### src/rtl/memory_bus_unit_pkg.sv
// Shared definitions for the memory bus unit: bus-source selector codes
// driven by the control sequencer, and the unit's FSM states.
package memory_bus_unit_pkg;

    localparam int unsigned BUS_SEL_W = 3;

    typedef enum logic [BUS_SEL_W-1:0] {
        BUS_NONE = 3'd0,
        BUS_PC   = 3'd1,
        BUS_RAM  = 3'd2,
        BUS_IR   = 3'd3,
        BUS_A    = 3'd4,
        BUS_ALU  = 3'd5
    } bus_sel_e;

    typedef enum logic [1:0] {
        MBU_CLEAR = 2'd0,
        MBU_RUN   = 2'd1,
        MBU_LOAD  = 2'd2
    } mbu_state_e;

endpackage

### src/rtl/memory_bus_unit_ram.sv
// memory_ram: 2**ADDR_W x DATA_W register array.
//   clk    - write clock
//   we     - write enable (synchronous)
//   waddr  - write address
//   wdata  - write data
//   raddr  - asynchronous read address
//   rdata  - read data; reflects contents before a same-edge write
module memory_ram #(
    parameter int unsigned DATA_W = 8,
    parameter int unsigned ADDR_W = 4
) (
    input  logic              clk,
    input  logic              we,
    input  logic [ADDR_W-1:0] waddr,
    input  logic [DATA_W-1:0] wdata,
    input  logic [ADDR_W-1:0] raddr,
    output logic [DATA_W-1:0] rdata
);

    logic [DATA_W-1:0] mem [2**ADDR_W];

    always_ff @(posedge clk) begin
        if (we) begin
            mem[waddr] <= wdata;
        end
    end

    assign rdata = mem[raddr];

endmodule

### src/rtl/memory_bus_unit.sv
// memory_bus_unit: MAR, program/data RAM and IR responding to the control
// sequencer's strobes, plus a valid/ready program loader usable while halted.
// RAM is zeroed after every reset (CLEAR state, busy=1).
//   clk, bReset      - clock, synchronous active-high reset
//   bus_in           - shared bus value
//   bus_selector     - current bus source
//   memory_in        - load MAR from bus_in low bits
//   ram_in           - write bus_in to RAM[MAR]
//   instruction_in   - load IR from bus_in
//   hlt, prog_mode   - CPU halted / request program-load mode
//   ld_valid/addr/data, ld_ready, ld_count - loader handshake and word count
//   busy             - RAM clear in progress
//   bus_out, bus_drive - value driven onto the bus and its valid flag
//   instruction, mar - IR and MAR contents
module memory_bus_unit
    import memory_bus_unit_pkg::*;
#(
    parameter int unsigned DATA_W = 8,
    parameter int unsigned ADDR_W = 4
) (
    input  logic                 clk,
    input  logic                 bReset,
    input  logic [DATA_W-1:0]    bus_in,
    input  logic [BUS_SEL_W-1:0] bus_selector,
    input  logic                 memory_in,
    input  logic                 ram_in,
    input  logic                 instruction_in,
    input  logic                 hlt,
    input  logic                 prog_mode,
    input  logic                 ld_valid,
    input  logic [ADDR_W-1:0]    ld_addr,
    input  logic [DATA_W-1:0]    ld_data,
    output logic                 ld_ready,
    output logic [ADDR_W:0]      ld_count,
    output logic                 busy,
    output logic [DATA_W-1:0]    bus_out,
    output logic                 bus_drive,
    output logic [DATA_W-1:0]    instruction,
    output logic [ADDR_W-1:0]    mar
);

    localparam logic [ADDR_W:0] LD_MAX = {1'b1, {ADDR_W{1'b0}}};

    mbu_state_e        state, state_next;
    logic [ADDR_W-1:0] clr_cnt;
    logic [ADDR_W-1:0] mar_q;
    logic [DATA_W-1:0] ir_q;
    logic [ADDR_W:0]   ld_cnt_q;

    logic              we;
    logic [ADDR_W-1:0] waddr;
    logic [DATA_W-1:0] wdata;
    logic [DATA_W-1:0] rdata;

    always_ff @(posedge clk) begin
        if (bReset) begin
            state <= MBU_CLEAR;
        end else begin
            state <= state_next;
        end
    end

    always_comb begin
        state_next = state;
        case (state)
            MBU_CLEAR: if (clr_cnt == '1) state_next = prog_mode ? MBU_LOAD : MBU_RUN;
            MBU_RUN:   if (prog_mode && hlt) state_next = MBU_LOAD;
            MBU_LOAD:  if (!prog_mode) state_next = MBU_RUN;
            default:   state_next = MBU_CLEAR;
        endcase
    end

    // Single RAM write port shared by clear, control strobes and loader.
    // Writes are suppressed during reset so a strobe or loader word that
    // coincides with reset cannot land in RAM.
    always_comb begin
        we        = 1'b0;
        waddr     = clr_cnt;
        wdata     = '0;
        busy      = 1'b0;
        ld_ready  = 1'b0;
        bus_out   = '0;
        bus_drive = 1'b0;
        case (state)
            MBU_CLEAR: begin
                we   = 1'b1;
                busy = 1'b1;
            end
            MBU_RUN: begin
                we    = ram_in;
                waddr = mar_q;
                wdata = bus_in;
                if (bus_selector == BUS_RAM) begin
                    bus_out   = rdata;
                    bus_drive = 1'b1;
                end else if (bus_selector == BUS_IR) begin
                    bus_out[ADDR_W-1:0] = ir_q[ADDR_W-1:0];
                    bus_drive           = 1'b1;
                end
            end
            MBU_LOAD: begin
                ld_ready = 1'b1;
                we       = ld_valid;
                waddr    = ld_addr;
                wdata    = ld_data;
            end
            default: ;
        endcase
        if (bReset) begin
            we = 1'b0;
        end
    end

    always_ff @(posedge clk) begin
        if (bReset) begin
            clr_cnt  <= '0;
            mar_q    <= '0;
            ir_q     <= '0;
            ld_cnt_q <= '0;
        end else begin
            case (state)
                MBU_CLEAR: begin
                    clr_cnt <= clr_cnt + ADDR_W'(1);
                    if (state_next == MBU_LOAD) ld_cnt_q <= '0;
                end
                MBU_RUN: begin
                    if (memory_in)      mar_q <= bus_in[ADDR_W-1:0];
                    if (instruction_in) ir_q  <= bus_in;
                    if (state_next == MBU_LOAD) ld_cnt_q <= '0;
                end
                MBU_LOAD: begin
                    if (ld_valid && (ld_cnt_q != LD_MAX)) begin
                        ld_cnt_q <= ld_cnt_q + (ADDR_W+1)'(1);
                    end
                    // Fetch restarts from address 0 after a program load.
                    if (state_next == MBU_RUN) begin
                        mar_q <= '0;
                        ir_q  <= '0;
                    end
                end
                default: ;
            endcase
        end
    end

    memory_ram #(
        .DATA_W (DATA_W),
        .ADDR_W (ADDR_W)
    ) u_ram (
        .clk   (clk),
        .we    (we),
        .waddr (waddr),
        .wdata (wdata),
        .raddr (mar_q),
        .rdata (rdata)
    );

    assign ld_count    = ld_cnt_q;
    assign instruction = ir_q;
    assign mar         = mar_q;

endmodule

### config.mk
export PLATFORM = sky130hd
export DESIGN_NAME = memory_bus_unit
export DESIGN_NICKNAME = d
export VERILOG_FILES = /design/src/rtl/memory_bus_unit_pkg.sv /design/src/rtl/memory_bus_unit_ram.sv /design/src/rtl/memory_bus_unit.sv
export SDC_FILE = /design/constraint.sdc
export NUM_CORES = 1
export LEC_CHECK = 0
export CORE_ASPECT_RATIO = 0.75
export CORE_MARGIN = 5
export CORE_UTILIZATION = 55
export DETAILED_ROUTE_END_ITERATION = 7
export PLACE_DENSITY = 0.77
export SKIP_CTS_REPAIR_TIMING = 1
export SLEW_MARGIN = 20
export SYNTH_ARGS = -nofsm -noshare
export SYNTH_HDL_FRONTEND = slang
export SYNTH_SLANG_ARGS = --single-unit
### constraint.sdc
create_clock -name clk -period 6.38 [get_ports clk]
set_input_delay 1.276 -clock clk [delete_from_list [all_inputs] [get_ports clk]]
set_output_delay 1.276 -clock clk [all_outputs]
set_load 0.05 [all_outputs]
==> summary.md <==
| Metric | Value |
|---|---|
| Max IR drop VDD | 0.000198 V |
| Die ar. | 14200 um^2 |
| Final wirelength | 14.7 mm |
| Most frequent cells in the layout | edfxtp_1 (128), clkdlybuf4s50_1 (58), nor2_1 (28) |
| Core Footprint | 11600 um^2 |
| Leak | 2.71 nW |
| Initial antenna violation count | 0 |
| Clock skew | 0.00913 ns |
| Most common cell after layout, fill and taps aside | edfxtp_1 |
| Critical path startpoint category | input port |
| Crit path top cell by count | clkdlybuf4s50_1 |
| Htree depth | 4 |
| Max frequency | 210 MHz |
| Worst path cell trace | clkdlybuf4s50_1, nand3b_1, or2_2, a211oi_1, clkdlybuf4s50_1 |
| Pin count of the biggest net entering global routing | 33 |
| Power per cell area | 271 nW/um^2 |
| Via density | 6.07 |
| Cells after Synth | 416 |
| Sw frac | 0.212 |
| Post-synthesis sequential area ratio | 0.671 |
| Final Slew Violations | 0 |
| I/O Buffers | 58 |
| Worst Setup End Kind | output port |
| First-pass GRT wire length | 22.8 mm |
| Crit-path max FO | 4 |
| #FFs+latches synth | 155 |
| Clock Path Buffers | 2 |
| Gpl congestion | 0.776 |
| Final ANT Viol Nets | 0 |
| Routed len/inst | 22.8 um |
| Final Util | 0.668 |
| Max_slew headroom | 0.259 |
| Initial DRC count | 454 |
| Delay-heaviest family, CP | buffers and inverters |
| Clock power share | 0.451 |
| WHS | 0.500 ns |
| Synth unique cells | 45 |
| CTS tree | yes |
| Die Span Y | 104 um |
| Gr ovfl total | 0 |
| Post-Syn Area per Cell | 15.7 um^2 |
| Vias in the first global route | 3775 |
| Post-layout min period | 4.75 ns |
| NumNets Final | 510 |
| Required @ worst endpoint | 5.10 ns |
| Die Wd | 136 um |
| CTS Buf Count | 17 |
| Share of cells above drive strength 1 | 0.132 |
| Yosys Warn Count | 0 |
| Worst hold path type | reg2reg |
| Worst Setup Slack, final | 1.63 ns |
| CP arrival | 3.48 ns |
| Syn_nets | 454 |
| Place WS | 1.75 ns |
| CP max stage cell | clkdlybuf4s50_1 |
| Final Setup Violations | 0 |
| Net Sw Power | 0.445 mW |
| CP Buf/Inv Count | 2 |
| DRC | 0 |
| Post-synthesis async set-or-reset flop share | 0 |
| Period utilization | 0.745 |
| Worst slew pin tran | 1.11 ns |
| Setup TNS | 0 ns |
| Latest clock arrival within the worst-skew pair | 0.43 ns |
| EDFF count, synth | 128 |
| CP max stage delay | 0.92 ns |
| Combinational share of power | 0.027 |
| Initial Util | 0.563 |
| Critical setup path kind | in2out |
| Status | completed |
| Synth-to-Final Area Change | 18.6% |
| Clk slew on worst S/H paths | 0.06 ns |
| Vias | 3923 |
| RSZ-0062 raised after global routing | false |
| Sequential Power Share | 0.522 |
| Prevailing post-synth register cell | edfxtp_1 |
| Io pins | 59 |
| Row count | 34 |
| Clock Sinks | 155 |
| Total GRT Usage | 0.220 |
| CTS root buf | clkbuf_16 |
| Hpwl dp | 9.31 mm |
| Ant diodes | 0 |
| Max Cap Viol | 0 |
| Router iterations before antenna repair | 5 |
| Final hold violations | 0 |
| Internal Pwr Total | 1.66 mW |
| Post-Syn Area | 6540 um^2 |
## stage by stage
step | instances | power [mW] | instance area [um^2]
2_1_floorplan | 416 | 1.14 | 6540
3_3_place_gp | 615 | 1.17 | 7190
3_5_place_dp | 615 | 1.17 | 7190
4_1_cts | 646 | 2.10 | 7740
5_1_grt | 646 | 2.16 | 7750
6_report | 646 | 2.10 | 7750
## area by class of cell
class,count,area [um^2]
Tap cell,162,203
Clock buffer,18,429
Fill cell,787,3860
Multi-Input combinational cell,227,1980
Sequential cell,155,4390
Inverter,11,41.3
Timing Repair Buffer,60,596
Clock inverter,13,118
## kinds of logic after synthesis
family,synth area share
DFF,0.671
muxes,0.137
and+or+nand+nor,0.0714
AOI/OAI and AO/OA,0.0747
adders and majority gates,0.0134
buffers and inverters,0.0281
xor gates and xnor gates,0.00402
## power by group through the flow
stage / Clock (mW) / Combinational (mW) / Sequential [mW]
2_1_floorplan: 0 / 0.0254 / 1.12
3_3_place_gp: 0 / 0.0545 / 1.12
3_5_place_dp: 0 / 0.0556 / 1.12
4_1_cts: 0.950 / 0.0566 / 1.10
5_1_grt: 1.00 / 0.0615 / 1.10
6_report: 0.948 / 0.0569 / 1.10
## registers in the layout, indices dropped and copies added (netlist names), named ones only
signal	cells
state	2
mar	4
u_ram.mem	128
ld_count	5
clr_cnt	4
instruction	8
## final timing paths
check,start,to,slack (ns),cells after the start
setup / recovery,bus_selector[2],bus_out[5],1.63,5
hold reg to reg,instruction[5]$_SDFFE_PP0P_,instruction[5]$_SDFFE_PP0P_,0.50,2
setup reg to reg,state[0]$_SDFF_PP0_,u_ram.mem[15][3]$_DFFE_PP_,3.12,6
hold / removal,instruction[5]$_SDFFE_PP0P_,instruction[5]$_SDFFE_PP0P_,0.50,2
## cell usage after synthesis, types with 7 or more instances
| library cell | instances | area share |
|---|---|---|
| a211oi_1 | 9 | 0.010 |
| a21oi_1 | 23 | 0.018 |
| a22oi_1 | 12 | 0.014 |
| clkbuf_1 | 9 | 0.0052 |
| dfxtp_1 | 27 | 0.083 |
| edfxtp_1 | 128 | 0.59 |
| ha_1 | 7 | 0.013 |
| inv_1 | 11 | 0.0063 |
| mux4_1 | 10 | 0.040 |
| mux4_2 | 26 | 0.090 |
| nand2_1 | 27 | 0.016 |
| nand3_1 | 13 | 0.010 |
| nor2_1 | 28 | 0.016 |
| nor2b_1 | 16 | 0.015 |
| o21ai_0 | 17 | 0.013 |
## worst register-to-register path, cell delays in order, from the launching register on
cell and delay (ns):
dfxtp_1 0.35, inv_1 0.09, ha_1 0.77, a221oi_1 0.20, or3_1 0.41, or3_1 0.39
nor2_1 0.67
## layer usage
layer / track usage / vias up / part of all wire
li1: - / 1745 / -
met1: 0.315 / 1988 / 0.42
met2: 0.339 / 176 / 0.48
met3: 0.0551 / 14 / 0.085
met4: 0.0633 / 0 / 0.012
met5: 0 / - / 0
No activity file was read; power rests on OpenSTA's default activity.
